**config.mk**
```make
export PLATFORM = sky130hd
export DESIGN_NAME = data_mem_ctrl
export DESIGN_NICKNAME = d
export VERILOG_FILES = /design/src/rtl/data_mem_ctrl.sv
export SDC_FILE = /design/constraint.sdc
export NUM_CORES = 2
export LEC_CHECK = 0
export BUFFER_PORTS_ARGS = -buffer_cell sky130_fd_sc_hd__buf_4
export CORE_ASPECT_RATIO = 1.1
export CORE_MARGIN = 2
export CORE_UTILIZATION = 45
export CTS_BUF_LIST = sky130_fd_sc_hd__clkbuf_4 sky130_fd_sc_hd__clkbuf_8
export CTS_CLUSTER_SIZE = 28
export DETAILED_ROUTE_END_ITERATION = 10
export MAX_ROUTING_LAYER = met4
export PLACE_DENSITY_LB_ADDON = 0.08
export SYNTH_ARGS = -nofsm -noshare
export SYNTH_HDL_FRONTEND = slang
export SYNTH_SLANG_ARGS = --single-unit
```
**constraint.sdc**
```tcl
create_clock -name clk -period 4.1 [get_ports clk]
set_clock_uncertainty 0.05 [all_clocks]
set_input_delay 0.82 -clock clk [delete_from_list [all_inputs] [get_ports clk]]
set_output_delay 0.82 -clock clk [all_outputs]
set_load 0.01 [all_outputs]
```
**src/rtl/data_mem_ctrl.sv**
```systemverilog
// data_mem_ctrl
// Small single-port data memory behind a valid/ready request channel and a
// valid/ready response channel. Each accepted request produces exactly one
// registered response in the following cycle. Loads are sign- or zero-extended
// and stores write only the addressed bytes.
//
// Parameters
//   XLEN   : data width in bits (32 or 64)
//   DEPTH  : number of XLEN-bit words (power of two, >= 2)
//   ADDR_W : byte-address width
//
// Ports
//   clk          : clock, rising edge
//   reset        : asynchronous active-low reset
//   req_valid    : request present
//   req_ready    : controller can take a request (IDLE)
//   req_we       : 1 = store, 0 = load
//   req_size     : 0 byte, 1 half, 2 word, 3 double
//   req_unsigned : load zero-extends when 1, sign-extends when 0
//   req_addr     : byte address
//   req_wdata    : store data, right-aligned
//   rsp_valid    : response present (RESP)
//   rsp_ready    : consumer takes the response
//   rsp_rdata    : load result; 0 for stores and faults
//   rsp_fault    : access faulted
//
// Configuration macro
//   DMEM_ALIGN_CHECK_EN : when defined, misaligned accesses fault; otherwise
//                         the low address bits are cleared to align them.
module data_mem_ctrl #(
    parameter int XLEN   = 64,
    parameter int DEPTH  = 32,
    parameter int ADDR_W = 64
) (
    input  logic              clk,
    input  logic              reset,
    input  logic              req_valid,
    output logic              req_ready,
    input  logic              req_we,
    input  logic [1:0]        req_size,
    input  logic              req_unsigned,
    input  logic [ADDR_W-1:0] req_addr,
    input  logic [XLEN-1:0]   req_wdata,
    output logic              rsp_valid,
    input  logic              rsp_ready,
    output logic [XLEN-1:0]   rsp_rdata,
    output logic              rsp_fault
);

    localparam int NB     = XLEN / 8;
    localparam int OFF_W  = $clog2(NB);
    localparam int IDX_W  = $clog2(DEPTH);
    localparam int HI_LSB = OFF_W + IDX_W;

    typedef enum logic {
        IDLE,
        RESP
    } state_t;

    state_t state;

    logic [XLEN-1:0] mem [DEPTH];

    logic [OFF_W-1:0] raw_off;
    logic [OFF_W-1:0] size_mask;
    logic [OFF_W-1:0] off;
    logic [IDX_W-1:0] idx;
    logic [NB-1:0]    size_be;
    logic [NB-1:0]    byte_en;
    logic             range_fault;
    logic             size_fault;
    logic             align_fault;
    logic             fault;
    logic             accept;
    logic [XLEN-1:0]  word;
    logic [XLEN-1:0]  shifted;
    logic [XLEN-1:0]  load_val;
    logic [XLEN-1:0]  store_data;

    // Address decode, fault detection, byte-lane alignment and load extension.
    // Everything here is sampled into registers at acceptance, so no req_*
    // input ever reaches a rsp_* output combinationally.
    always_comb begin
        raw_off     = req_addr[OFF_W-1:0];
        idx         = req_addr[HI_LSB-1:OFF_W];
        range_fault = |(req_addr >> HI_LSB);
        size_fault  = (req_size == 2'd3) && (XLEN == 32);

        case (req_size)
            2'd0: begin
                size_mask = '0;
                size_be   = NB'(1);
            end
            2'd1: begin
                size_mask = OFF_W'(1);
                size_be   = NB'(3);
            end
            2'd2: begin
                size_mask = OFF_W'(3);
                size_be   = NB'(8'h0F);
            end
            default: begin
                size_mask = OFF_W'(7);
                size_be   = NB'(8'hFF);
            end
        endcase

`ifdef DMEM_ALIGN_CHECK_EN
        align_fault = |(raw_off & size_mask);
        off         = raw_off;
`else
        // Clearing the low size bits turns every access into a naturally
        // aligned one, so it can never straddle a word.
        align_fault = 1'b0;
        off         = raw_off & ~size_mask;
`endif

        fault      = range_fault | size_fault | align_fault;
        accept     = req_valid && req_ready;
        byte_en    = size_be << off;
        word       = mem[idx];
        shifted    = word >> {off, 3'b000};
        store_data = req_wdata << {off, 3'b000};

        load_val = shifted;
        case (req_size)
            2'd0: begin
                if (req_unsigned) load_val = XLEN'(shifted[7:0]);
                else              load_val = XLEN'($signed(shifted[7:0]));
            end
            2'd1: begin
                if (req_unsigned) load_val = XLEN'(shifted[15:0]);
                else              load_val = XLEN'($signed(shifted[15:0]));
            end
            2'd2: begin
                if (req_unsigned) load_val = XLEN'(shifted[31:0]);
                else              load_val = XLEN'($signed(shifted[31:0]));
            end
            default: load_val = shifted;
        endcase
    end

    // Handshake FSM. Response outputs are loaded only on acceptance, so they
    // stay frozen while the consumer stalls in RESP.
    always_ff @(posedge clk or negedge reset) begin
        if (!reset) begin
            state     <= IDLE;
            req_ready <= 1'b1;
            rsp_valid <= 1'b0;
            rsp_rdata <= '0;
            rsp_fault <= 1'b0;
        end else begin
            case (state)
                IDLE: begin
                    if (req_valid) begin
                        state     <= RESP;
                        req_ready <= 1'b0;
                        rsp_valid <= 1'b1;
                        rsp_fault <= fault;
                        rsp_rdata <= (fault || req_we) ? '0 : load_val;
                    end
                end
                RESP: begin
                    if (rsp_ready) begin
                        state     <= IDLE;
                        req_ready <= 1'b1;
                        rsp_valid <= 1'b0;
                    end
                end
                default: begin
                    state     <= IDLE;
                    req_ready <= 1'b1;
                    rsp_valid <= 1'b0;
                end
            endcase
        end
    end

    // Storage. Reset loads word i with the value i. A store writes only its
    // enabled byte lanes and a faulting store is dropped entirely.
    always_ff @(posedge clk or negedge reset) begin
        if (!reset) begin
            for (int i = 0; i < DEPTH; i++) begin
                mem[i] <= XLEN'(i);
            end
        end else if (accept && req_we && !fault) begin
            for (int b = 0; b < NB; b++) begin
                if (byte_en[b]) begin
                    mem[idx][b*8 +: 8] <= store_data[b*8 +: 8];
                end
            end
        end
    end

endmodule

```
==> flow_metrics.env <==
export IMPL_finalSetupViolations=0
export IMPL_grt_max_degree=158
export IMPL_violations="DRC"
export IMPL_status="finished with violations"
export IMPL_power_frac_seq_pct=47.2
export IMPL_ys_types=66
export IMPL_drv_slew=0
export IMPL_rows=175
export IMPL_syn_nets=9042
export IMPL_synth_simple_area_share_pct=12.0
export IMPL_synthFlopType="dfrtp_1"
export IMPL_synthArstFlopShare_pct=100
export IMPL_yosysWarnings=0
export IMPL_drt_wl_total_um=346000
export IMPL_peakVddDrop_v=0.000315
export IMPL_post_cts_resized=0
export IMPL_core_um2=207000
export IMPL_p_switching_mw=11.0
export IMPL_synthMuxAreaShare_pct=13.2
export IMPL_synth_largest_area_cell="dfrtp_1"
export IMPL_hold_violations=0
export IMPL_switching_share_pct=24.9
export IMPL_max_slew_margin_pct=23.0
export IMPL_io_pin_count=203
export IMPL_post_route_drc_count=50
export IMPL_cts_buffers=371
export IMPL_synth_ff_latch_count=2116
export IMPL_max_freq_mhz=287
export IMPL_avgRoutedWirePerCell_um=27.7
export IMPL_cts_max_level=5
export IMPL_clk_pin_slew_worst_paths_ps=60
export IMPL_yosys_area_top_type_share_pct=54.4
export IMPL_vias=72200
export IMPL_die_x_um=439
export IMPL_dr_pass1_iters=8
export IMPL_gp_congestion=1.06
export IMPL_crit_arrival_ps=4380
export IMPL_overflow=0
export IMPL_layout_nets=9601
export IMPL_antenna_found_initial=23
export IMPL_clk_path_buf_depth=4
export IMPL_synth_compound_area_share_pct=14.7
export IMPL_synth_top_family_by_area="compound AO/OA/AOI/OAI gates"
export IMPL_p_leak_nw=48.6
export IMPL_maxCapViolCount=0
export IMPL_worstPathMaxFanout=28
export IMPL_synth_cells=8906
export IMPL_finish_instance_area_um2=111000
export IMPL_synth_adder_area_share_pct=0
export IMPL_path_class="in2reg"
export IMPL_rsz0062_at_grt="false"
export IMPL_avgSynthCellArea_um2=10.5
export IMPL_synth_area_leaders="dfrtp_1, o21ai_0, mux4_2"
export IMPL_clock_root_buffer="clkbuf_8"
export IMPL_p_int_mw=33.3
export IMPL_syn_cell_area_um2=93600
export IMPL_post_dp_cell_area_um2=103000
export IMPL_port_buffers=202
export IMPL_period_share_pct=85.0
export IMPL_syn_to_final_growth_pct=18.3
export IMPL_grt_total_usage_pct=34.1
export IMPL_drtIter0Drc=6551
export IMPL_cp_required_ps=4990
export IMPL_dp_hpwl_um=244000
export IMPL_die_h_um=482
export IMPL_vias_per_cell=5.79
export IMPL_critPathLaunchType="input pin"
export IMPL_cts_setup_buffers=0
export IMPL_p_clk_share_pct=46.0
export IMPL_combinationalPowerShare_pct=6.8
export IMPL_synth_xor_area_share_pct=0
export IMPL_grt_pass1_wl_um=508000
export IMPL_grt_pass1_vias=72100
export IMPL_drive_gt1_share_pct=22.3
export IMPL_antenna_left=0
export IMPL_layout_min_cycle_time_ps=3490
export IMPL_tns_ps=0
export IMPL_synth_seq_area_share_pct=56.7
export IMPL_synth_edf_count=0
export IMPL_cts_tree="done"
export IMPL_power_density_nw_per_um2=400
export IMPL_cp_end_kind="flip-flop"
export IMPL_max_slew_worst_pin_slew_ps=1150
export IMPL_clk_latency_ps=1120
export IMPL_whs_ps=234
export IMPL_initial_core_util_pct=45.3
export IMPL_die_area_um2=212000
export IMPL_holdCritPathClass="in2async"
export IMPL_clock_sinks=2116
## layer usage
layer | track usage [%] | part of all wire [%] | vias to the layer above
li1 | - | - | 32500
met1 | 45.1 | 42 | 36400
met2 | 50.4 | 45 | 2595
met3 | 6.34 | 6.9 | 705
met4 | 17.6 | 5.9 | 0
met5 | - | 0 | -
## layout by cell type, fill, tap and decap left out, drive strengths merged, types with 5 or more instances in the layout
cell     synthesis  routed
mux2i          199     199
nand4           44      44
a21oi           59      59
and4            17      17
a31oi           20      20
inv              6       9
a221o            9       9
mux2             8       8
dfstp           81      81
nor2b            7       7
mux4           457     457
buf            160     906
dfrtp         2035    2035
nor4            42      42
clkbuf         564     584
and2             8       8
o2111ai          5       5
and3             6       6
o22ai           70      70
nor2            98      98
o221ai           6       6
nand2         2507    2507
a211oi          21      21
o21ai         2139    2139
or3             11      11
o211ai           9       9
nand3           37      37
a22oi          218     218
diode            0      11
nand4bb          6       6
clkinv           1      25
nand2b           7       7
bufinv           0       7
nor3             9       9
## through the flow
stage / power [mW] / setup slack, ps / instances / util (%)
2_1_floorplan: 22.5 / 704 / 8906 / -
3_3_place_gp: 24.3 / -476 / 11800 / 49.8
3_5_place_dp: 24.3 / -370 / 11800 / 49.8
4_1_cts: 44.7 / 788 / 12500 / 53.6
5_1_grt: 45.8 / 579 / 12500 / 53.6
6_report: 44.3 / 614 / 12500 / 53.6
## final timing paths
check / start / depth (start not counted) / to / slack (ps)
max in group asynchronous: reset / 3 / mem[1689] / 2390
hold / removal: reset / 2 / mem[2034] / 230
setup reg to reg: mem[143] / 12 / rsp_rdata[28] / 860
hold reg to reg: mem[21] / 2 / mem[21] / 420
setup / recovery: req_addr[3] / 15 / rsp_rdata[28] / 610
min in group clk: req_addr[1] / 4 / rsp_rdata[10] / 240
## cell usage after synthesis (3+ instances only)
master,number
or4b_1,3
and4_1,17
o21ai_1,46
or2_2,3
nand4b_1,4
nor2b_1,7
dfrtp_1,2035
o21ai_0,2093
buf_2,84
nand4bb_1,6
nor4_1,41
buf_6,12
and2_1,8
o22ai_1,70
a22oi_1,218
a21oi_1,59
mux2_2,8
clkbuf_1,564
o221ai_1,6
dfstp_2,81
nor2_1,90
nor2_2,8
mux2i_1,199
and3_1,6
inv_1,5
or3_1,11
a21o_1,3
buf_4,37
nor3_1,8
a31oi_1,20
o211ai_1,9
nand3_1,37
nand2b_1,7
nand4_1,44
and3b_1,3
buf_1,23
mux4_2,457
buf_8,4
nand2_1,2506
o2111ai_1,5
a211oi_1,20
a221o_1,9
## cells by family after synthesis
family	Yosys count
compound gates	2571
mux	664
buf+inv	731
flops	2116
simple gates	2824
## state kept, by name (all words and copies together), names as in the netlist
name / flops
state: 1
req_ready: 1
rsp_valid: 1
rsp_rdata: 64
rsp_fault: 1
mem: 2048
## power by group through the flow
stage | clock [mW] | combinational (mW) | sequential (mW)
after floorplan | 0 | 1.19 | 21.3
after global placement | 0 | 2.99 | 21.3
after detailed placement | 0 | 3.00 | 21.3
after CTS | 20.7 | 3.02 | 20.9
after global routing | 21.7 | 3.18 | 20.9
final | 20.4 | 3.03 | 20.9
## area by class of cell
class                      instances  area, µm²
sequential                      2116      53100
timing repair buffer             910       8700
clock buffer                     584       7270
clock inverter                    37        379
inverter                           7       26.3
multi-input combinational       6059      37800
tap                             2743       3430
antenna                           11       27.5
fill                           18600      96000
## worst max-delay path, cell delays in order
cell	delay, ps
buf_8	380
buf_12	320
buf_4	270
mux2i_1	210
o22ai_1	100
nor4_1	700
buf_4	230
a21oi_1	60
a211oi_1	310
buf_4	180
a21oi_1	100
buf_4	170
nor2_1	150
buf_4	220
o21ai_0	90
## repair_timing
| action | CTS | global route |
|---|---|---|
| setup endpoints to repair | 0 | 0 |
| hold buffers | 4 | 0 |
| endpoints found under the hold margin | 285 | 0 |
No activity file was read; power rests on OpenSTA's default activity.
